**config.mk**
```make
export PLATFORM = sky130hd
export DESIGN_NAME = sync_queue
export DESIGN_NICKNAME = d
export VERILOG_FILES = /design/src/rtl/sync_queue.sv
export SDC_FILE = /design/constraint.sdc
export NUM_CORES = 1
export LEC_CHECK = 0
export BUFFER_PORTS_ARGS = -buffer_cell sky130_fd_sc_hd__buf_2
export CORE_UTILIZATION = 40
export DETAILED_ROUTE_END_ITERATION = 16
export HOLD_SLACK_MARGIN = 0.12
export MAX_ROUTING_LAYER = met4
export SLEW_MARGIN = 40
export SYNTH_ARGS = -nofsm -noshare
export SYNTH_HDL_FRONTEND = slang
export SYNTH_SLANG_ARGS = --single-unit
```
**constraint.sdc**
```tcl
create_clock -name clk -period 4.6 [get_ports clk]
set_input_delay 0.92 -clock clk [delete_from_list [all_inputs] [get_ports clk]]
set_output_delay 0.92 -clock clk [all_outputs]
set_load 0.02 [all_outputs]
```
**src/rtl/sync_queue.sv**
```systemverilog
// Single-clock FIFO with first-word fall-through, synchronous active-low reset
// and a flush that empties the queue in one cycle.
module sync_queue #(
   parameter int DATA_SIZE = 32,
   parameter int DEPTH     = 4
) (
   input  logic                   clk,
   input  logic                   rst_n,
   input  logic [DATA_SIZE-1:0]   data_i,
   input  logic                   valide,
   output logic                   ready_o,
   input  logic                   flush,
   output logic [DATA_SIZE-1:0]   data_o,
   output logic                   valid_o,
   input  logic                   ok,
   output logic [$clog2(DEPTH):0] count_o
);

   localparam int AW = $clog2(DEPTH);
   localparam int CW = AW + 1;
   localparam logic [CW-1:0] FULL = CW'(DEPTH);

   logic [DATA_SIZE-1:0] mem [DEPTH];
   logic [AW-1:0]        wr_ptr;
   logic [AW-1:0]        rd_ptr;
   logic [CW-1:0]        count;
   logic                 push;
   logic                 pop;

   assign ready_o = (count != FULL);
   assign valid_o = (count != '0);
   assign push    = valide && ready_o;
   assign pop     = valid_o && ok;
   assign count_o = count;
   assign data_o  = valid_o ? mem[rd_ptr] : '0;

   // NOTE: sequential state uses non-blocking (<=) so every register samples
   // pre-edge values; blocking here would create order-dependent races.
   always_ff @(posedge clk) begin
      if (!rst_n) begin
         wr_ptr <= '0;
         rd_ptr <= '0;
         count  <= '0;
      end else if (flush) begin
         wr_ptr <= '0;
         rd_ptr <= '0;
         count  <= '0;
      end else begin
         if (push) wr_ptr <= wr_ptr + AW'(1);
         if (pop)  rd_ptr <= rd_ptr + AW'(1);
         case ({push, pop})
            2'b10:   count <= count + CW'(1);
            2'b01:   count <= count - CW'(1);
            default: count <= count;
         endcase
      end
   end

   // NOTE: storage is deliberately not reset; data_o is masked by valid_o, so
   // stale entries can never reach the reader.
   always_ff @(posedge clk) begin
      if (rst_n && !flush && push) mem[wr_ptr] <= data_i;
   end

endmodule

```
==> flow_summary.ini <==
[clocking]
clockBufferDepth = 2
ctsHoldBuffers = 0
cts-resized-gates = 0
clk_latency_ns = 0.40
cts-root-buf = clkbuf_16
cts_buffers = 17
cts_max_level = 4
path_clk_slew_ns = 0.05
cts_tree = done
postCtsSetupBuffers = 0
cts.sinks = 137

[sta]
rsz0062_at_grt = no
tightestPinTransition_ns = 0.605
fmax_mhz = 299
layout_setup_ws_ns = 1.25
slew_violations = 0
maxSlewHeadroom = 0.597
tns_ns = 0
clock_skew_ns = 0.00506
period_needed_ns = 3.35
finalCritPeriodShare = 0.728
hold_violations = 0
setup_viol = 0

[critical_path]
crit_required_ns = 3.68
end_kind = output port
reg2reg_to = count_o[2]
startpoint_type = register
worstPathArrival_ns = 2.43
worstPathMaxFanout = 17
path_class = reg -> out
reg2reg_depth = 9
r2r_slack_ns = 2.19
setup.worst_path.end = data_o[31]
r2r-start = count_o[2]

[routing]
wl_um = 9300
drc = 0
num_vias = 2574
drt_iter0_markers = 132
first_pass_iters = 5
detail-route-antenna-nets = 0
via_per_inst = 4.91
avgRoutedWirePerCell_um = 17.8

[grt]
overflow = 0
grt.busiest_layer = met2
grtUsageTotal = 0.151
met2_usage = 0.233
grt_pass1_vias = 2797
gr-usage-met1 = 0.183
antenna_found_initial = 0
grt_util_met3 = 0.0533
grt_first_pass_wirelength_um = 14700
grt_max_degree = 38

[floorplan]
die_w_um = 117
die_area_um2 = 13800
initial_utilization = 0.416
io_pins = 74
rows = 41
core_um2 = 12800
die_h_um = 117

[placement]
portBuffers = 73
dp_slack_ns = 1.57
place_area_um2 = 5890
gp_congestion = 0.670
dp_hpwl_um = 5400

[power_and_ir_drop]
p_per_area_nw_per_um2 = 430
leakage_nw = 2.22
irDropWorstVdd_v = 0.000295

[layout]
drive_above_1_share = 0.406
final_common_cell = edfxtp_1
syn2layout_area_growth_pct = 20.5
ff_latch_area_um2 = 4030
nNetsFinal = 383
multi_input_area_um2 = 1240
layout_common_cells = edfxtp_1 (128), buf_2 (73), mux4_2 (32), nor2b_1 (28), clkbuf_16 (17)
antenna_cells = 0
fillCellCount = 1084
design_area_um2 = 6430

[logic_synthesis]
post_synth_num_cell_types = 25
netlist_area_um2 = 5340
yosys_warnings = 0
synth_edf_count = 128
synth-seq-cells = 137
synthCells = 256
synth_area_leaders = edfxtp_1 (72%), mux4_2 (14%), dfxtp_1 (3.4%)
async_flop_share = 0
avgSynthCellArea_um2 = 20.8
synth_nets = 299
synth_area_leader_cell = edfxtp_1
yosysSeqAreaShare = 0.754
synth_top_cell_area_share = 0.720
synth_flop_cell = edfxtp_1

[flow_run]
maxCapViolations = 0

[worst_hold_path]
hp-class = reg -> reg

[outcome]
status = completed
==> worst min-delay path by stage <==
stage | startpoint | end | depth (start not counted)
2_1_floorplan | rd_ptr[1] | register | 2
3_3_place_gp | rd_ptr[1] | register | 2
3_5_place_dp | rd_ptr[1] | register | 2
4_1_cts | rd_ptr[1] | register | 2
5_1_grt | rd_ptr[1] | register | 2
6_report | rd_ptr[1] | register | 2
==> synthesized netlist by cell type (all sizes together), types with 2 or more instances <==
cell	n
a21oi	3
and2b	6
and3	4
buf	8
clkbuf	2
dfxtp	9
edfxtp	128
ha	5
inv	7
mux4	32
nand2	3
nand4	2
nor2	3
nor2b	28
o21ai	5
or3	2
xor2	2
==> report_power, final <==
part	leakage (nW)	internal [mW]	total, mW	switching, mW
logic	0.721	0.0560	0.139	0.0834
registers	1.23	1.38	1.38	0.00736
clock network	0.268	0.781	1.24	0.457
==> worst max-delay path: stages (launching register included) <==
cell     delay, ns
dfxtp_2       0.71
buf_4         0.43
mux4_2        0.53
nor2b_1       0.16
buf_2         0.18
==> kinds of logic (layout without fill, tap and decap cells) <==
logic type / count (synthesis) / in the layout / share of synthesized area
compound gates: 9 / 9 / 0.00985
xor+xnor: 2 / 2 / 0.00328
fa+ha+maj: 6 / 6 / 0.0155
buf+inv: 17 / 113 / 0.0185
flops: 137 / 137 / 0.754
mux: 32 / 32 / 0.135
simple gates: 53 / 53 / 0.0636
==> stage by stage <==
step	power (mW)	util	hold WS, ns	std cells
after floorplan	1.49	-	0.459	256
after global placement	1.55	0.458	0.459	493
after detailed placement	1.55	0.459	0.479	493
after CTS	2.79	0.501	0.506	524
after global routing	2.86	0.501	0.548	524
final	2.76	0.501	0.497	524
==> sequential cells by signal, indices dropped and copies added (netlist names), named ones only <==
register,flops
mem,128
rd_ptr,2
wr_ptr,2
count_o,3
==> layer usage <==
metal  part of all wire  wire length, um
met5                  0                0
met4              0.012              112
met3              0.053              489
met2               0.49             4580
met1               0.44             4120
==> layout make-up <==
type / count / share of cell area
Clock inverter: 12 / 0.0169
Multi-Input combinational cell: 102 / 0.193
Tap cell: 172 / 0.0335
Clock buffer: 19 / 0.0673
Sequential cell: 137 / 0.626
Inverter: 7 / 0.00409
Timing Repair Buffer: 75 / 0.0591
No activity file was read; power rests on OpenSTA's default activity.
